===== config.mk =====
export PLATFORM = sky130hd
export DESIGN_NAME = cla_word_serial_adder_flat
export DESIGN_NICKNAME = d
export VERILOG_FILES = /design/src/rtl/cla_word_serial_adder_if.sv /design/src/rtl/cla_word_serial_adder.sv /design/src/flat_wrapper.sv
export SDC_FILE = /design/constraint.sdc
export NUM_CORES = 1
export LEC_CHECK = 0
export BUFFER_PORTS_ARGS = -buffer_cell sky130_fd_sc_hd__buf_4
export CAP_MARGIN = 25
export CORE_MARGIN = 3
export CORE_UTILIZATION = 54
export CTS_CLUSTER_DIAMETER = 120
export DETAILED_ROUTE_END_ITERATION = 16
export PLACE_DENSITY = 0.89
export SKIP_CTS_REPAIR_TIMING = 1
export SLEW_MARGIN = 20
export SYNTH_ARGS = -nofsm -noshare
export SYNTH_HDL_FRONTEND = slang
export SYNTH_SLANG_ARGS = --single-unit

===== constraint.sdc =====
create_clock -name clk -period 3.2 [get_ports clk]
set_input_delay 0.16 -clock clk [delete_from_list [all_inputs] [get_ports clk]]
set_output_delay 0.16 -clock clk [all_outputs]
set_load 0.03 [all_outputs]

===== src/rtl/cla_word_serial_adder_if.sv =====
// Request/result bundle for the word-serial adder: operands and start in,
// busy/done status and the assembled result out.
interface cla_word_serial_adder_if #(
  parameter int N     = 4,
  parameter int WORDS = 4
);
  localparam int W = N * WORDS;

  logic         start;
  logic         SUB;
  logic [W-1:0] A;
  logic [W-1:0] B;
  logic         Cin;
  logic         busy;
  logic         done;
  logic [W-1:0] S;
  logic         Cout;

  modport master (
    output start, SUB, A, B, Cin,
    input  busy, done, S, Cout
  );

  modport slave (
    input  start, SUB, A, B, Cin,
    output busy, done, S, Cout
  );
endinterface


===== src/rtl/cla_word_serial_adder.sv =====
// Multi-precision add/sub through one shared N-bit CLA, one slice per clock, LSB first.
// Result after WORDS+1 edges from start; start is ignored while busy (no queuing).

module CarryLookaheadAdder #(
  parameter int N = 4
) (
  input  logic [N-1:0] A,
  input  logic [N-1:0] B,
  input  logic         Cin,
  output logic [N-1:0] S,
  output logic         Cout
);
  logic [N-1:0] g;
  logic [N-1:0] p;
  logic [N:0]   c;
  logic         term;
  logic         prop;

  assign g = A & B;
  assign p = A ^ B;

  // Each carry is the flat sum-of-products of generates and the carry-in.
  always_comb begin
    c    = '0;
    term = 1'b0;
    prop = 1'b0;
    c[0] = Cin;
    for (int i = 0; i < N; i++) begin
      term = g[i];
      prop = p[i];
      for (int j = i - 1; j >= 0; j--) begin
        term = term | (prop & g[j]);
        prop = prop & p[j];
      end
      term     = term | (prop & Cin);
      c[i + 1] = term;
    end
  end

  assign S    = p ^ c[N-1:0];
  assign Cout = c[N];
endmodule

module cla_word_serial_adder #(
  parameter int N     = 4,
  parameter int WORDS = 4
) (
  input  logic                      clk,
  input  logic                      rst,
  cla_word_serial_adder_if.slave    bus
);
  localparam int W  = N * WORDS;
  localparam int IW = (WORDS > 1) ? $clog2(WORDS) : 1;
  localparam logic [IW-1:0] LAST_IDX = IW'(WORDS - 1);

  typedef enum logic [1:0] {
    IDLE = 2'd0,
    RUN  = 2'd1,
    DONE = 2'd2
  } state_t;

  state_t        state;
  logic [W-1:0]  a_q;
  logic [W-1:0]  b_q;
  logic [W-1:0]  s_q;
  logic [IW-1:0] idx;
  logic          carry;
  logic          cout_q;
  logic          busy_q;
  logic          done_q;

  logic [N-1:0]  cla_a;
  logic [N-1:0]  cla_b;
  logic [N-1:0]  cla_s;
  logic          cla_cout;

  assign cla_a = a_q[idx*N +: N];
  assign cla_b = b_q[idx*N +: N];

  CarryLookaheadAdder #(.N(N)) u_cla (
    .A    (cla_a),
    .B    (cla_b),
    .Cin  (carry),
    .S    (cla_s),
    .Cout (cla_cout)
  );

  // B is stored pre-inverted for subtract, so RUN never needs the op code.
  always_ff @(posedge clk) begin
    if (rst) begin
      state  <= IDLE;
      a_q    <= '0;
      b_q    <= '0;
      s_q    <= '0;
      idx    <= '0;
      carry  <= 1'b0;
      cout_q <= 1'b0;
      busy_q <= 1'b0;
      done_q <= 1'b0;
    end else begin
      case (state)
        IDLE, DONE: begin
          done_q <= 1'b0;
          if (bus.start) begin
            a_q    <= bus.A;
            b_q    <= bus.SUB ? ~bus.B : bus.B;
            carry  <= bus.SUB ? 1'b1 : bus.Cin;
            idx    <= '0;
            busy_q <= 1'b1;
            state  <= RUN;
          end else begin
            state  <= IDLE;
          end
        end
        RUN: begin
          s_q[idx*N +: N] <= cla_s;
          carry           <= cla_cout;
          if (idx == LAST_IDX) begin
            cout_q <= cla_cout;
            busy_q <= 1'b0;
            done_q <= 1'b1;
            idx    <= '0;
            state  <= DONE;
          end else begin
            idx    <= idx + IW'(1);
          end
        end
        default: begin
          busy_q <= 1'b0;
          done_q <= 1'b0;
          state  <= IDLE;
        end
      endcase
    end
  end

  assign bus.busy = busy_q;
  assign bus.done = done_q;
  assign bus.S    = s_q;
  assign bus.Cout = cout_q;
endmodule


===== src/flat_wrapper.sv =====
// flat-port wrapper written by rule: the top's interface ports become plain ports
module cla_word_serial_adder_flat 
#(
  parameter int N     = 4,
  parameter int WORDS = 4
)
  (clk, rst, bus_start, bus_SUB, bus_A, bus_B, bus_Cin, bus_busy, bus_done, bus_S, bus_Cout);
  cla_word_serial_adder_if #(.N(N), .WORDS(WORDS)) bus_i ();
  input  logic clk;
  input  logic rst;
  input wire logic [$bits(bus_i.start)-1:0] bus_start;
  input wire logic [$bits(bus_i.SUB)-1:0] bus_SUB;
  input wire logic [$bits(bus_i.A)-1:0] bus_A;
  input wire logic [$bits(bus_i.B)-1:0] bus_B;
  input wire logic [$bits(bus_i.Cin)-1:0] bus_Cin;
  output wire logic [$bits(bus_i.busy)-1:0] bus_busy;
  output wire logic [$bits(bus_i.done)-1:0] bus_done;
  output wire logic [$bits(bus_i.S)-1:0] bus_S;
  output wire logic [$bits(bus_i.Cout)-1:0] bus_Cout;
  assign bus_i.start = bus_start;
  assign bus_i.SUB = bus_SUB;
  assign bus_i.A = bus_A;
  assign bus_i.B = bus_B;
  assign bus_i.Cin = bus_Cin;
  assign bus_busy = bus_i.busy;
  assign bus_done = bus_i.done;
  assign bus_S = bus_i.S;
  assign bus_Cout = bus_i.Cout;
  cla_word_serial_adder #(.N(N), .WORDS(WORDS)) u_core (.clk(clk), .rst(rst), .bus(bus_i));
endmodule

### After elaboration in Yosys (flattened, before gate mapping)

Cells that the tools add are included.
Widths: inputs -> output; s select.

| word-level totals | value |
|---|---|
| flip-flop bits (word level) | 56 |
| latch bits | 0 |
| memory bits (writable) | 0 |
| ROM bits | 0 |
| input bits | 37 |
| output and inout bits | 19 |
| memories kept | 0 |

| operators by class | value |
|---|---|
| $add $sub $neg | 2 |
| multiply operators | 0 |
| div/mod/pow operators | 0 |
| $lt $le $gt $ge | 0 |
| equal/unequal tests | 5 |
| shift operators | 4 |
| multiplexer cells | 14 |
| bitwise operators | 31 |
| reduce and logical (&&, ||, !) cells | 8 |

Operators by type and width:

| operator | count |
|---|---|
| $neg 4->34 | 1 |
| $shift 4x34->16 const A | 1 |
| $shiftx 4x34->16 | 1 |
| $shiftx 16x5->4 | 2 |
| $and 1x1->1 | 16 |
| $bwmux 16 | 1 |
| $mux 16 | 1 |
| $not 16->16 | 1 |
| $or 1x1->1 | 10 |
| $pmux 2 s2 | 2 |
| $reduce_and 2->1 | 4 |
| $xor 4x4->4 | 2 |
| $mux 2 | 3 |
| $mux 1 | 5 |
| $and 4x4->4 | 1 |
| $eq 2x2->1 const B | 2 |
| $pmux 1 s2 | 2 |
| $reduce_or 2->1 | 2 |
| $add 2x1->2 const B | 1 |
| $eq 2x1->1 const B | 1 |
| $logic_not 2->1 | 1 |
| $ne 2x1->1 const B | 1 |
| $ne 2x2->1 const B | 1 |
| $reduce_bool 2->1 | 1 |
| $not 1->1 | 1 |

### Longest topological paths before layout

| logic depth | value |
|---|---|
| depth in word-level cells | 9 |
| depth in mapped cells | 7 |
| depth with buffers taken out | 6 |

### Cells and area by module

A second synthesis with hierarchy kept.

| unflattened totals | value |
|---|---|
| cell total of the unflattened synthesis | 273 |
| area, all modules | 2580.0 um^2 |

Modules (own cells, without submodules):

| module | times used | cells each | area each (um^2) |
|---|---|---|---|
| cla_word_serial_adder | 1 | 256 | 2432.3 |
| CarryLookaheadAdder | 1 | 17 | 147.6 |

### Worst setup path before layout

Ideal clock, no wire load.

| timing path | value |
|---|---|
| path kind | register -> register |
| start point | register u_core.idx[0] |
| end point | register u_core.s_q[7], in the netlist u_core.bus.S[7] |
| arrival time | 2.504 ns |
| data required time | 3.078 ns |
| slack | 0.574 ns |
| stages on the path, launching flop included | 8 |
| clock period less this slack | 2.626 ns |
| path through | dfxtp_1 > buf_2 > mux4_2 > ha_1 > a211o_1 > a21oi_4 > nor4b_1 > a221o_1 |

| between the ends | value |
|---|---|
| cells in the longest elaborated chain, start to end | 9 |

Ends and longest elaborated chain:

| element | RTL line | text |
|---|---|---|
| start, declared | cla_word_serial_adder.sv:66 | `logic [IW-1:0] idx;` |
| start signal, assigned | cla_word_serial_adder.sv:125 | `idx <= idx + IW'(1);` |
| $shiftx 16x5->4 (on tied branches) | cla_word_serial_adder.sv:77, cla_word_serial_adder.sv:78 |  |
| $xor 4x4->4 / $and 4x4->4 (equally long branches) | cla_word_serial_adder.sv:20, cla_word_serial_adder.sv:19 |  |
| $and 1x1->1 (on tied branches) | cla_word_serial_adder.sv:32, cla_word_serial_adder.sv:33 |  |
| $or 1x1->1, or another cell as far along | cla_word_serial_adder.sv:32 | `term = term \| (prop & g[j]);` |
| $or 1x1->1 / $and 1x1->1 (equally long branches) | cla_word_serial_adder.sv:32, cla_word_serial_adder.sv:35 |  |
| $or 1x1->1 | cla_word_serial_adder.sv:35 | `term = term \| (prop & Cin);` |
| $xor 4x4->4 | cla_word_serial_adder.sv:40 | `assign S = p ^ c[N-1:0];` |
| $shiftx 4x34->16 | cla_word_serial_adder.sv:116 | `s_q[idx*N +: N] <= cla_s;` |
| $bwmux 16 (*) | cla_word_serial_adder.sv:116 |  |
| end signal, assigned by index | cla_word_serial_adder.sv:116 |  |
| end, declared | cla_word_serial_adder.sv:65 | `logic [W-1:0] s_q;` |

Mark *: on every way between the ends. The rest lies on a longest branch, timed or not.
A chain may end at the register's enable or synchronous reset.

### Worst setup path in the final report

| timing path | value |
|---|---|
| start point | register u_core.idx[0] |
| end point | register u_core.s_q[15], in the netlist u_core.bus.S[15] |

Same word-level chain as after synthesis.

==> results.toml <==
[outcome]
status = "completed"

[yosys]
synth_edf_count = 0
ys_ff_latch = 56
syn_inst = 282
ys_async_sr_fraction_pct = 0
synth_area_leaders = "dfxtp_1 42%, mux4_2 6.8%, nor2_1 5.5%"
synth_area_sq_um = 2670
ys_types = 36
ys_seq_area_share_pct = 42.0
ys.warnings.count = 0
yosys.area.top_type_share_pct = 42.0
synthTopCellsByCount = "56 x dfxtp_1, 39 x nor2_1, 36 x nand2_1"
ys.flop_type = "dfxtp_1"
synth_area_leader_cell = "dfxtp_1"
synth_nets = 331
yosys.cell_count.top_type = "dfxtp_1"
synth_area_per_cell_sq_um = 9.46

[clocking]
clk_path_buf_depth = 2
clock-root-buffer = "clkbuf_8"
clk_pin_slew_ns = 0.10
htree_levels = 2
clk-insertion-delay-late_ns = 0.31
cts_tree = "built"
numCtsBuffers = 5
cts.sinks = 56

[hold_path]
holdPathEnd = "u_core.a_q[7]$_SDFFE_PP0P_"
hp-class = "in -> reg"
holdPathStages = 3
hold_path_startpoint = "bus_A[7]"

[layout]
antenna_cells = 0
final_nets = 378
stdcell_count = 395
postLayoutCellArea_sq_um = 3210
syn_to_final_growth_pct = 20.5
final_util_pct = 70.4
drive_above_1_share_pct = 24.8
n_fill_cell = 370

[critical_path]
end_kind = "flop"
path_max_fanout = 10
slowest_delay_ns = 0.56
slowest_stage = "dfxtp_1"
arrival_ns = 2.86
r2r_slack_ns = 0.54
required_ns = 3.40
rr_worst_depth = 7
r2r_end = "u_core.bus.S[15]$_SDFFE_PP0P_"
regToRegStartpoint = "u_core.idx[0]$_SDFFE_PP0P_"
criticalPathCategory = "reg -> reg"
cp_cell_sequence = "buf_4 > mux4_2 > ha_1 > o21a_1 > a21oi_4 > nor4b_2 > a221o_1"
startpoint_type = "flop"

[die]
dieArea_sq_um = 5820
coreArea_sq_um = 4560
die_h_microns = 76.3
rows = 24
initial_core_util_pct = 58.4
pin_count = 56
die_w_microns = 76.3

[detailed_routing]
drt-pass1-iter-count = 4
ant_nets = 0
drtIter0Drc = 161
num_vias = 2174
postRouteWirelength_mm = 5.70
wl_per_cell_microns = 14.4
drc = 0
via_per_inst = 5.50

[timing]
period_share_pct = 83.0
rsz0062_at_grt = "no"
hold_viol_final = 0
slew_headroom_pct = 52.5
max_freq_mhz = 376
clock_skew_ns = 0.00990
tightest_slew_ns = 0.711
final.setup.worst_slack_ns = 0.543
setup_viol = 0
setup-tns-final_ns = 0
hold_ws_ns = 0.0831
finalWorstPathRequiredPeriod_ns = 2.66
maxSlewViolCount = 0

[placement]
io_buffers = 55
dpl_worst_slack_ns = 0.552
postPlaceCellArea_sq_um = 3110
dp_cells = 387
gp_congestion = 0.852
hpwlAfterDp_mm = 4.14

[pwr]
irDropWorstVdd_v = 0.000273
p_per_area_nw_per_um2 = 461
power_mw = 1.48
p_leak_nw = 1.29

[global_routing]
antenna_found_initial = 0
grt_pass1_vias = 2110
grt_max_degree = 62
grt_pass1_wl_mm = 10.0
grt.overflow.total = 0
grt_usage_pct = 20.7

[job]
cap_violations = 0
how the worst max path moves through the flow:
stage,from,end,cells past startpoint
2_1_floorplan,u_core.idx[0]$_SDFFE_PP0P_,u_core.bus.S[7]$_SDFFE_PP0P_,7
3_3_place_gp,u_core.idx[0]$_SDFFE_PP0P_,u_core.bus.S[7]$_SDFFE_PP0P_,7
3_5_place_dp,u_core.idx[0]$_SDFFE_PP0P_,u_core.bus.S[15]$_SDFFE_PP0P_,7
4_1_cts,u_core.idx[0]$_SDFFE_PP0P_,u_core.bus.S[15]$_SDFFE_PP0P_,7
5_1_grt,u_core.idx[0]$_SDFFE_PP0P_,u_core.bus.S[7]$_SDFFE_PP0P_,7
6_report,u_core.idx[0]$_SDFFE_PP0P_,u_core.bus.S[15]$_SDFFE_PP0P_,7
cell type report:
type | instances | area [sq um] | area share (%)
clock inverters | 2 | 35.0 | 1.09
clock buffers | 6 | 72.6 | 2.26
well taps | 65 | 81.3 | 2.53
multi-input cells | 205 | 1450 | 45.2
repair buffers | 59 | 443 | 13.8
flip-flops and latches | 56 | 1120 | 34.9
inverters | 2 | 7.51 | 0.234
logic make-up after synthesis:
logic type,share of synthesized area [%]
xor gates and xnor gates,5.58
buffers and inverters,3.47
AOI/OAI and AO/OA,16.4
adders and majority gates,5.91
DFF,42.0
and+or+nand+nor,19.8
muxes,6.75
cell usage in the layout, fill, tap and decap left out, types with 2 or more instances in the layout:
cell      count
buf_4        59
ha_1         11
a211o_1       2
inv_1         2
a21oi_1      21
nor2b_1       5
a32oi_1       4
nor2_1       39
nor3_1        4
a211oi_1     17
clkbuf_8      5
xnor2_1      16
mux4_2        8
a221o_1       4
nand2b_1      4
nand3b_1      6
dfxtp_1      56
a22oi_1       9
nor4b_2       3
nor2_4        2
nand2_1      36
critical path, delay by kind of cell, from the launching register on:
kind,cells,cell delay [ns]
DFF,1,0.56
buffers and inverters,1,0.23
muxes,1,0.50
and+or+nand+nor,1,0.09
AOI/OAI and AO/OA,3,0.82
adders and majority gates,1,0.35
metal layers:
layer	global-route usage [%]	wire length, microns	up-vias
met5	0	0	-
met3	3.78	264	9
met1	27.1	2460	1000
li1	-	-	1091
met4	5.62	70	0
met2	35.0	2910	74
flip-flops by register name, indices dropped and copies added (netlist names):
name,count
u_core.a_q,16
u_core.bus.S,16
u_core.idx,2
u_core.bus.Cout,1
u_core.bus.done,1
u_core.bus.busy,1
u_core.b_q,16
u_core.state,2
u_core.carry,1
power by group:
part,internal [mW],switching [mW],total [mW]
combinational,0.125,0.146,0.271
clock,0.232,0.216,0.449
sequential,0.735,0.0271,0.762
(Power assumes the default switching activity.)
